`src/rtl/comparator_bist.sv`:
```
// Self-test engine for a WIDTH-bit comparator: sweeps every {A,B} pair, holds each
// for SETTLE+1 cycles, samples Y and checks it against the selected compare function.
module comparator_bist #(
    parameter int WIDTH  = 1,
    parameter int MODE   = 0,
    parameter int SETTLE = 1
) (
    input  logic               clk,
    input  logic               rst,
    input  logic               start,
    output logic [WIDTH-1:0]   A,
    output logic [WIDTH-1:0]   B,
    input  logic               Y,
    output logic               busy,
    output logic               done,
    output logic               pass,
    output logic [2*WIDTH:0]   err_count,
    output logic [2*WIDTH-1:0] fail_vec,
    output logic               fail_valid
);

    localparam int VW = 2 * WIDTH;

    localparam logic [1:0] S_IDLE   = 2'd0;
    localparam logic [1:0] S_DRIVE  = 2'd1;
    localparam logic [1:0] S_CHECK  = 2'd2;
    localparam logic [1:0] S_FINISH = 2'd3;

    // With no settle time a vector goes straight to CHECK so it is held exactly one cycle.
    localparam logic [1:0]    FIRST_STATE = (SETTLE == 0) ? S_CHECK : S_DRIVE;
    localparam logic [7:0]    SETTLE_LAST = 8'(SETTLE - 1);
    localparam logic [VW-1:0] V_LAST      = '1;

    logic [1:0]    state_q, state_d;
    logic [VW-1:0] v_q, v_d;
    logic [7:0]    cnt_q, cnt_d;
    logic [VW:0]   err_q, err_d;
    logic [VW-1:0] fv_q, fv_d;
    logic          fvv_q, fvv_d;
    logic          pass_q, pass_d;

    logic [WIDTH-1:0] a_w, b_w;
    logic             exp_y;
    logic             mismatch;

    assign a_w = v_q[VW-1:WIDTH];
    assign b_w = v_q[WIDTH-1:0];

    always_comb begin
        case (MODE)
            1:       exp_y = (a_w > b_w);
            2:       exp_y = (a_w < b_w);
            default: exp_y = (a_w == b_w);
        endcase
    end

    assign mismatch = (state_q == S_CHECK) && (Y != exp_y);

    always_comb begin
        state_d = state_q;
        v_d     = v_q;
        cnt_d   = cnt_q;
        err_d   = err_q;
        fv_d    = fv_q;
        fvv_d   = fvv_q;
        pass_d  = pass_q;
        case (state_q)
            S_IDLE: begin
                if (start) begin
                    err_d   = '0;
                    fv_d    = '0;
                    fvv_d   = 1'b0;
                    pass_d  = 1'b0;
                    v_d     = '0;
                    cnt_d   = '0;
                    state_d = FIRST_STATE;
                end
            end
            S_DRIVE: begin
                if (cnt_q == SETTLE_LAST) begin
                    state_d = S_CHECK;
                end else begin
                    cnt_d = cnt_q + 8'd1;
                end
            end
            S_CHECK: begin
                if (mismatch) begin
                    err_d = err_q + (VW + 1)'(1);
                    if (!fvv_q) begin
                        fv_d  = v_q;
                        fvv_d = 1'b1;
                    end
                end
                cnt_d = '0;
                if (v_q == V_LAST) begin
                    // err_d already holds this final vector's outcome.
                    pass_d  = (err_d == '0);
                    v_d     = '0;
                    state_d = S_FINISH;
                end else begin
                    v_d     = v_q + VW'(1);
                    state_d = FIRST_STATE;
                end
            end
            default: begin
                state_d = S_IDLE;
            end
        endcase
    end

    always_ff @(posedge clk or posedge rst) begin
        if (rst) begin
            state_q <= S_IDLE;
            v_q     <= '0;
            cnt_q   <= '0;
            err_q   <= '0;
            fv_q    <= '0;
            fvv_q   <= 1'b0;
            pass_q  <= 1'b0;
        end else begin
            state_q <= state_d;
            v_q     <= v_d;
            cnt_q   <= cnt_d;
            err_q   <= err_d;
            fv_q    <= fv_d;
            fvv_q   <= fvv_d;
            pass_q  <= pass_d;
        end
    end

    assign A          = a_w;
    assign B          = b_w;
    assign busy       = (state_q == S_DRIVE) || (state_q == S_CHECK);
    assign done       = (state_q == S_FINISH);
    assign pass       = pass_q;
    assign err_count  = err_q;
    assign fail_vec   = fv_q;
    assign fail_valid = fvv_q;

endmodule

```
`config.mk`:
```
export PLATFORM = sky130hd
export DESIGN_NAME = comparator_bist
export DESIGN_NICKNAME = d
export VERILOG_FILES = /design/src/rtl/comparator_bist.sv
export SDC_FILE = /design/constraint.sdc
export NUM_CORES = 1
export LEC_CHECK = 0
export ABC_AREA = 0
export CORE_MARGIN = 2
export CORE_UTILIZATION = 46
export DETAILED_ROUTE_END_ITERATION = 8
export PLACE_DENSITY = 0.64
export RECOVER_POWER = 25
export SYNTH_ARGS = -nofsm -noshare
export SYNTH_HDL_FRONTEND = slang
export SYNTH_SLANG_ARGS = --single-unit
```
`constraint.sdc`:
```
create_clock -name clk -period 5.3 [get_ports clk]
set_clock_uncertainty 0.2 [all_clocks]
set_input_delay 1.06 -clock clk [delete_from_list [all_inputs] [get_ports clk]]
set_output_delay 1.06 -clock clk [all_outputs]
set_load 0.03 [all_outputs]
```
==> results.yml <==
run_status:
  status: "complete, no violations"
clock_tree:
  root_buffer: "clkbuf_4"
  cts_buffer_depth: 2
  ctsHoldBuffers: 0
  cts_htree_levels: 1
  tritoncts: "built"
  cts_setup_buffers: 0
  cts.repair.resized: 0
  cts_sinks: 19
  numCtsBuffers: 3
  clk_pin_slew_ns: 0.11
  clkLatencyLatePin_ns: 0.30
synth:
  syn-num-nets: 144
  yosysUniqueCellTypes: 36
  postSynthCellCount: 132
  synth-async-reset-ratio: 1.000
  synth-simple-area-share: 0.2143
  ys.flop_type: "dfrtp_1"
  ys_seq_area_frac: 0.3934
  synth_compound_area_frac: 0.2050
  synth_xor_area_frac: 0.02070
  synthAdderAreaFrac: 0.08282
  ys_seq_elements: 19
  synth-warning-count: 0
  yosys-mux-area-fraction: 0.04555
  synth_top_family_by_area: "simple AND/OR/NAND/NOR gates"
  synth_edf_count: 0
  synth_area_mm2: 0.001209
  syn_area_per_cell_um2: 9.157
grt:
  grt_pass1_vias: 1008
  gr-total-overflow: 0
  grt_pass1_wl_mm: 4.395
  grt_max_degree: 20
  grt.total_usage: 0.1781
  grt_antenna_before_repair: 0
critical_path:
  crit_path_start_kind: "register"
  max_stage_delay_ns: 0.72
  arrival_ns: 1.78
  crit_slowest_cell: "clkdlybuf4s50_1"
  critPathTopFamily: "buffers and inverters"
  setup.worst_path.class: "register to output pin"
  crit_required_ns: 4.04
  path_buf_inv: 1
  worstPathMaxFanout: 7
  end_kind: "output pin"
  path_cells: "ha_1 -> clkdlybuf4s50_1"
sta:
  fin_crit_sh: 0.5736
  hold_viol_final: 0
  setup_tns_ns: 0
  rsz0062_at_grt: "no"
  relSlewSlack: 0.4965
  fmax_mhz: 328.9
  worst_slack_ns: 2.260
  worstMarginPinSlew_ns: 0.7473
  fin_crit_ns: 3.040
  slew_viol_final: 0
  setup_viol_count_final: 0
place:
  placedInstanceArea_mm2: 0.001370
  post-place-ws_ns: 2.238
  io_buffers: 14
  gp_congestion: 0.8252
  hpwlAfterDp_mm: 1.913
drt:
  drt_iter0_drc: 42
  vias_per_cell: 6.023
  dr.pass1.iters: 4
  detail_route.wl_per_cell_um: 14.70
  wl_mm: 2.587
  drtAntennaViolNets: 0
  vias: 1060
  drc: 0
pwr:
  p_clk_frac: 0.104
  p_sw_uw: 347.3
  p_int_uw: 368.3
  pwr-share-seq: 0.304
  p_per_area_mw_per_mm2: 512.4
  pwr-share-comb: 0.592
  swShare: 0.4853
  p_leak_nw: 0.6102
  max-vdd-ir-drop_uv: 298.7
cells_and_area:
  drive_gt1_frac: 0.05479
  area_delta_synth_final_pct: 15.53
  final_nets: 159
  finalCoreUtilization: 0.5636
  fin_area_mm2: 0.001396
  antennaDiodeCount: 0
floorplanning:
  dieArea_mm2: 0.003054
  ios: 15
  die_w_um: 55.26
  fp-row-count: 18
  die_h_um: 55.26
  start_util: 0.4879
  core_area_mm2: 0.002477
job:
  cap_violations: 0
worst_hold_path:
  hold_path_class: "register to register"
-- power by group through the flow --
stage | Combinational (mW) | Clock (mW) | Sequential [mW]
3_5_place_dp | 0.426 | 0 | 0.218
3_3_place_gp | 0.415 | 0 | 0.217
6_report | 0.424 | 0.0746 | 0.217
4_1_cts | 0.426 | 0.0766 | 0.216
2_1_floorplan | 0.260 | 0 | 0.255
5_1_grt | 0.464 | 0.0856 | 0.224
-- state kept, by name, summed over array words and instances, names as in the netlist --
| register | cells |
|---|---|
| state_q | 2 |
| fail_valid | 1 |
| pass | 1 |
| v_q | 2 |
| err_count | 3 |
| cnt_q | 8 |
| fail_vec | 2 |
-- cell usage in the layout, fill, tap and decap left out --
cell	instances
nand2b_1	2
o31ai_1	6
a21boi_0	1
o22ai_1	1
clkbuf_1	1
o211ai_1	1
and4b_1	1
nand2_2	2
nand2_1	12
and2_1	3
mux2_4	1
nor2b_1	3
nand4_1	2
a21oi_1	2
nor2_1	7
o2111ai_1	1
or4b_1	1
nor4b_4	1
a32o_1	1
a41oi_1	1
ha_1	8
xor2_1	1
nor3_1	6
a21o_1	2
dlygate4sd3_1	1
a22o_1	1
dfrtp_1	19
inv_1	8
mux2i_1	4
o21a_1	1
o21ai_0	17
xnor2_2	1
nand4b_1	1
nand3_1	6
a211oi_1	2
clkdlybuf4s50_1	13
clkbuf_4	3
a31oi_1	2
-- kinds of logic after synthesis --
group / Yosys count
DFF: 19
adders and majority gates: 8
xor gates and xnor gates: 2
buffers and inverters: 12
and+or+nand+nor: 47
muxes: 5
AOI/OAI and AO/OA: 39
-- worst paths after layout --
kind	cells past startpoint	startpoint	slack, ns	endpoint
setup / recovery	2	state_q[1]	2.26	done
hold / removal	2	pass	0.32	pass
setup reg to reg	5	state_q[0]	3.08	state_q[0]
hold reg to reg	2	pass	0.32	pass
max in group asynchronous	2	rst	3.33	fail_valid
min in group asynchronous	2	rst	1.10	state_q[1]
-- worst register-to-register path: stages, from the launching register on --
cell,delay (ns)
dfrtp_1,0.42
inv_1,0.10
ha_1,0.42
o21ai_0,0.70
a211oi_1,0.11
a21o_1,0.18
-- routing by layer --
layer  wire (um)  track usage  vias to the layer above
met4          49      0.08014                        0
met1        1144       0.2138                      528
met2        1332       0.3095                       16
met5           0            0                        -
met3          60      0.03044                        7
li1            -            -                      509
-- area by class of cell --
class | instances | area, um2
timing repair buffer | 14 | 140.1
multi-input combinational | 101 | 686.9
tap | 30 | 37.54
clock buffer | 4 | 26.28
fill | 234 | 1081
inverter | 8 | 30.03
sequential | 19 | 475.5
-- synthesized netlist by cell type (3+ instances only) --
library cell | count | area [um2]
and2_1 | 3 | 18.77
clkbuf_1 | 3 | 11.26
dfrtp_1 | 19 | 475.5
ha_1 | 8 | 100.1
inv_1 | 8 | 30.03
mux2i_1 | 4 | 40.04
nand2_1 | 12 | 45.04
nand3_1 | 6 | 30.03
nor2_1 | 7 | 26.28
nor2b_1 | 3 | 18.77
nor3_1 | 6 | 30.03
o21ai_0 | 17 | 85.08
o31ai_1 | 6 | 45.04
-- metrics by stage --
step | power (mW) | hold WS (ns) | std cells
finish | 0.7155 | 0.3193 | 176
global route | 0.7736 | 0.3574 | 176
CTS | 0.7189 | 0.3334 | 176
detailed placement | 0.6442 | 0.3075 | 172
global placement | 0.6323 | 0.2982 | 172
floorplan | 0.5145 | 0.2898 | 132
Power figures use the tool's default switching activity.
